<file path="config.mk">
export PLATFORM = sky130hd
export DESIGN_NAME = speaker_ctl_flat
export DESIGN_NICKNAME = d
export VERILOG_FILES = /design/src/rtl/speaker_ctl_if.sv /design/src/rtl/speaker_ctl.sv /design/src/flat_wrapper.sv
export SDC_FILE = /design/constraint.sdc
export NUM_CORES = 1
export LEC_CHECK = 0
export ABC_CLOCK_PERIOD_IN_PS = 2000
export CAP_MARGIN = 10
export CORE_MARGIN = 2
export CORE_UTILIZATION = 37
export CTS_BUF_LIST = sky130_fd_sc_hd__clkbuf_4 sky130_fd_sc_hd__clkbuf_8
export DETAILED_ROUTE_END_ITERATION = 10
export GPL_TIMING_DRIVEN = 0
export PLACE_DENSITY_LB_ADDON = 0.05
export SKIP_LAST_GASP = 1
export SYNTH_ARGS = -nofsm -noshare
export SYNTH_HDL_FRONTEND = slang
export SYNTH_SLANG_ARGS = --single-unit
</file>
<file path="constraint.sdc">
create_clock -name clk -period 2 [get_ports clk]
set_input_delay 0.3 -clock clk [delete_from_list [all_inputs] [get_ports clk]]
set_output_delay 0.3 -clock clk [all_outputs]
set_load 0.03 [all_outputs]
</file>
<file path="src/rtl/speaker_ctl_if.sv">
// speaker_ctl_if: sample interface from the tone/buzzer source plus the I2S DAC pins
//   master: drives audio_left/audio_right, sees sample_req and the DAC pins
//   slave : speaker_ctl side, consumes samples and drives sample_req and the DAC pins
interface speaker_ctl_if;
  logic [15:0] audio_left;
  logic [15:0] audio_right;
  logic        sample_req;
  logic        audio_mclk;
  logic        audio_lrck;
  logic        audio_sck;
  logic        audio_sdin;
  modport master (
    output audio_left, audio_right,
    input  sample_req, audio_mclk, audio_lrck, audio_sck, audio_sdin
  );
  modport slave (
    input  audio_left, audio_right,
    output sample_req, audio_mclk, audio_lrck, audio_sck, audio_sdin
  );
endinterface

</file>
<file path="src/rtl/speaker_ctl.sv">
// speaker_ctl: serializes 16-bit stereo samples into an I2S stream for the Pmod I2S DAC
//   clk   : 100 MHz system clock
//   rst_n : asynchronous active-low reset
//   bus   : audio_left/audio_right in, sample_req out, audio_mclk/lrck/sck/sdin to the DAC
module speaker_ctl (
  input  logic          clk,
  input  logic          rst_n,
  speaker_ctl_if.slave  bus
);
  logic [8:0]  cnt_q, cnt_d;
  logic [31:0] sr_q, sr_d;
  logic        sdin_q, sdin_d;
  logic        frame_end, slot_end;
  // The shift register doubles as the sample hold: it is loaded with {L, R} at the
  // frame edge and, after 31 shifts, its MSB holds R[0] for slot 0 of the next frame.
  always_comb begin
    frame_end = cnt_q == 9'd511;
    slot_end  = cnt_q[3:0] == 4'hf;
    cnt_d     = cnt_q + 9'd1;
    sr_d      = frame_end ? {bus.audio_left, bus.audio_right} :
                slot_end  ? {sr_q[30:0], 1'b0} : sr_q;
    sdin_d    = slot_end ? sr_q[31] : sdin_q;
  end
  always_ff @(posedge clk or negedge rst_n) begin
    if (!rst_n) begin
      cnt_q  <= '0;
      sr_q   <= '0;
      sdin_q <= 1'b0;
    end else begin
      cnt_q  <= cnt_d;
      sr_q   <= sr_d;
      sdin_q <= sdin_d;
    end
  end
  assign bus.audio_mclk = cnt_q[1];
  assign bus.audio_sck  = cnt_q[3];
  assign bus.audio_lrck = cnt_q[8];
  assign bus.audio_sdin = sdin_q;
  assign bus.sample_req = frame_end;
endmodule
</file>
<file path="src/flat_wrapper.sv">
// flat-port wrapper written by rule: the top's interface ports become plain ports
module speaker_ctl_flat 
  (clk, rst_n, bus_audio_left, bus_audio_right, bus_sample_req, bus_audio_mclk, bus_audio_lrck, bus_audio_sck, bus_audio_sdin);
  speaker_ctl_if bus_i ();
  input  logic clk;
  input  logic rst_n;
  input wire logic [$bits(bus_i.audio_left)-1:0] bus_audio_left;
  input wire logic [$bits(bus_i.audio_right)-1:0] bus_audio_right;
  output wire logic [$bits(bus_i.sample_req)-1:0] bus_sample_req;
  output wire logic [$bits(bus_i.audio_mclk)-1:0] bus_audio_mclk;
  output wire logic [$bits(bus_i.audio_lrck)-1:0] bus_audio_lrck;
  output wire logic [$bits(bus_i.audio_sck)-1:0] bus_audio_sck;
  output wire logic [$bits(bus_i.audio_sdin)-1:0] bus_audio_sdin;
  assign bus_i.audio_left = bus_audio_left;
  assign bus_i.audio_right = bus_audio_right;
  assign bus_sample_req = bus_i.sample_req;
  assign bus_audio_mclk = bus_i.audio_mclk;
  assign bus_audio_lrck = bus_i.audio_lrck;
  assign bus_audio_sck = bus_i.audio_sck;
  assign bus_audio_sdin = bus_i.audio_sdin;
  speaker_ctl u_core (.clk(clk), .rst_n(rst_n), .bus(bus_i));
endmodule
</file>
==> reports/metrics.cfg <==
[status]
status = completed

[grt]
grt_usage = 0.148
grt_pass1_vias = 1559
antenna_found_initial = 0
grt_max_degree = 31
grt_pass1_wl_um = 7310
overflow = 0

[pwr]
p_per_area_nw_per_um2 = 547
total_power_uw = 1500
peakVddDrop_v = 0.000305
p_leak_uw = 0.00117

[synth]
synth_edf_count = 0
syn_inst = 205
synth_nets = 241
synth_top_area_frac = 0.491
synthTopCellsByArea = dfrtp_1 49%, a21oi_2 24%, nor2b_1 9.1%, nand2_1 6.5%, buf_8 2.1%
ys_seq_area_frac = 0.491
synth.largest_area_cell = dfrtp_1
yosysMostFrequentCell = a21oi_2
yosysUniqueCellTypes = 18
ys_warn_count = 0
ys_seq_elements = 42
synth.avg_cell_area_um2 = 10.4
synth_flop_cell = dfrtp_1
synth_common_cells = 58 x a21oi_2, 42 x dfrtp_1, 37 x nand2_1, 31 x nor2b_1
postSynth.asyncResetShare = 1.00
synth_area_um2 = 2140

[floorplanning]
die_width_um = 80.1
ios = 39
rows = 27
die_y_um = 80.1
core-area_um2 = 5540
initial_core_util = 0.387
dieArea_um2 = 6410

[finish]
final_layout_size_suffix_gt1_frac = 0.328
nNetsFinal = 288
final_area_um2 = 2740
antennaDiodeCount = 0
area.growth.synth_to_final_pct = 27.7

[worst_hold_path]
worstHoldPathType = in2async

[clock_tree]
cts_made_buffers = 5
cts-root-buf = clkbuf_8
clock-sinks = 42
clk_pin_slew_ps = 90
clk_path_buf_depth = 2
cts_tree = yes
post_cts_buffers = 0
clk_latency_ps = 300
cts_max_level = 2

[sta]
setup_viol = 0
clock_skew_ps = 9.70
finalCritPeriodShare = 0.903
relSlewSlack = 0.681
rsz0062_at_grt = true
fmax_mhz = 554
hold_viol_final = 0
drv_slew = 0
worst_hold_slack_ps = 429
worst_pin_slew_ps = 479
period_needed_ps = 1810

[setup_path]
worst_path_largest_cell_delay_ps = 390
cp-end-kind = register
crit_chain = ha_2 > nand3_1 > nor2_1 > ha_2 > clkbuf_2 > buf_2 > a21oi_2 > a21oi_2
worstPathArrival_ps = 2040
crit_type = reg2reg
reg2reg_slack_ps = 190
crit_required_ps = 2230
crit_path_start_kind = register
cp_slowest_cell = dfrtp_1
path_max_fanout = 10

[placed_design]
port_buffers = 38
place.gp.congestion = 0.703
dp_hpwl_um = 2910
postPlaceCellArea_um2 = 2630

[detailed_routing]
wl_met2_um = 1840
met3_length_um = 191
dr.pass1.iters = 4
drtIter0Drc = 60
antenna_left = 0
vias_per_cell = 4.67
wirelength_um = 4290
highest_layer = met4
wl_per_cell_um = 13.2
vias = 1517
drt-met1-wl_um = 2210
drc = 0

[flow_run]
cap_violations = 0

timing repair:
item,CTS,global route
setup endpoints to repair,30,19
endpoints found under the hold margin,12,0
hold buffers,1,0
resized for setup,4,7
placed cells by master (no fill, tap or decap), drive strengths merged:
master          n
xnor2           3
clkbuf         11
and3            1
nand4           1
a21oi          62
nor2b          31
o21ai           1
nand2          37
xor2            3
buf            11
dlygate4sd3     1
inv             1
clkinvlp        1
clkinv          2
dfrtp          42
clkdlybuf4s50  36
nor2            3
nand3           4
ha              2
sequential cells by signal (all words and copies together) (netlist names):
name	flops
u_core.sr_q	32
u_core.cnt_q	9
u_core.bus.audio_sdin	1
path summary, 6_finish.rpt:
| path | depth (start not counted) | end | from |
|---|---|---|---|
| min reg2reg | 1 | u_core.cnt_q[0]$_DFF_PN0_ | u_core.cnt_q[0]$_DFF_PN0_ |
| max in group asynchronous | 3 | u_core.sr_q[13]$_DFFE_PN0P_ | rst_n |
| max reg2reg | 8 | u_core.sr_q[8]$_DFFE_PN0P_ | u_core.cnt_q[1]$_DFF_PN0_ |
| min in group clk | 1 | u_core.cnt_q[0]$_DFF_PN0_ | u_core.cnt_q[0]$_DFF_PN0_ |
| max | 8 | u_core.sr_q[8]$_DFFE_PN0P_ | u_core.cnt_q[1]$_DFF_PN0_ |
| min | 2 | u_core.sr_q[23]$_DFFE_PN0P_ | rst_n |
layer usage:
metal	track usage	vias to the layer above
met3	0.0371	7
met2	0.229	29
met1	0.203	713
met4	0.0458	0
met5	0	-
li1	-	768
final cells by class:
| cell class | instances | area [um^2] |
|---|---|---|
| fill | 542 | 2800 |
| sequential | 42 | 1050 |
| multi-input combinational | 148 | 992 |
| timing repair buffer | 40 | 400 |
| buffer | 14 | 109 |
| tap | 72 | 90.1 |
| clock buffer | 5 | 68.8 |
| clock inverter | 3 | 21.3 |
| inverter | 1 | 3.75 |
power breakdown:
group / switching, uW / internal (uW) / total, uW
clock network: 317 / 246 / 563
registers: 0 / 848 / 848
logic: 26.6 / 59.9 / 86.5
total: 344 / 1150 / 1500
cells by family after synthesis:
logic type	synth area share
fa+ha+maj	0.0117
compound gates	0.249
xor+xnor	0.0245
buf+inv	0.0485
simple gates	0.176
flops	0.491
critical path: cells and delay by family, from the launching register on:
| family | cells | cell delay, ps |
|---|---|---|
| buffers and inverters | 2 | 540 |
| adders and majority gates | 2 | 420 |
| DFF | 1 | 390 |
| AOI/OAI and AO/OA | 2 | 200 |
| and+or+nand+nor | 2 | 180 |
through the flow:
stage	utilization	cells	worst slack (ps)	setup TNS (ps)
final	0.494	325	194	0
after floorplan	-	205	6.96	0
after detailed placement	0.475	316	-121	-1680
after global placement	0.472	315	-570	-25210
after global routing	0.494	325	-8.27	-8.27
after CTS	0.493	325	-28.5	-28.5
No activity file was read; power rests on OpenSTA's default activity.
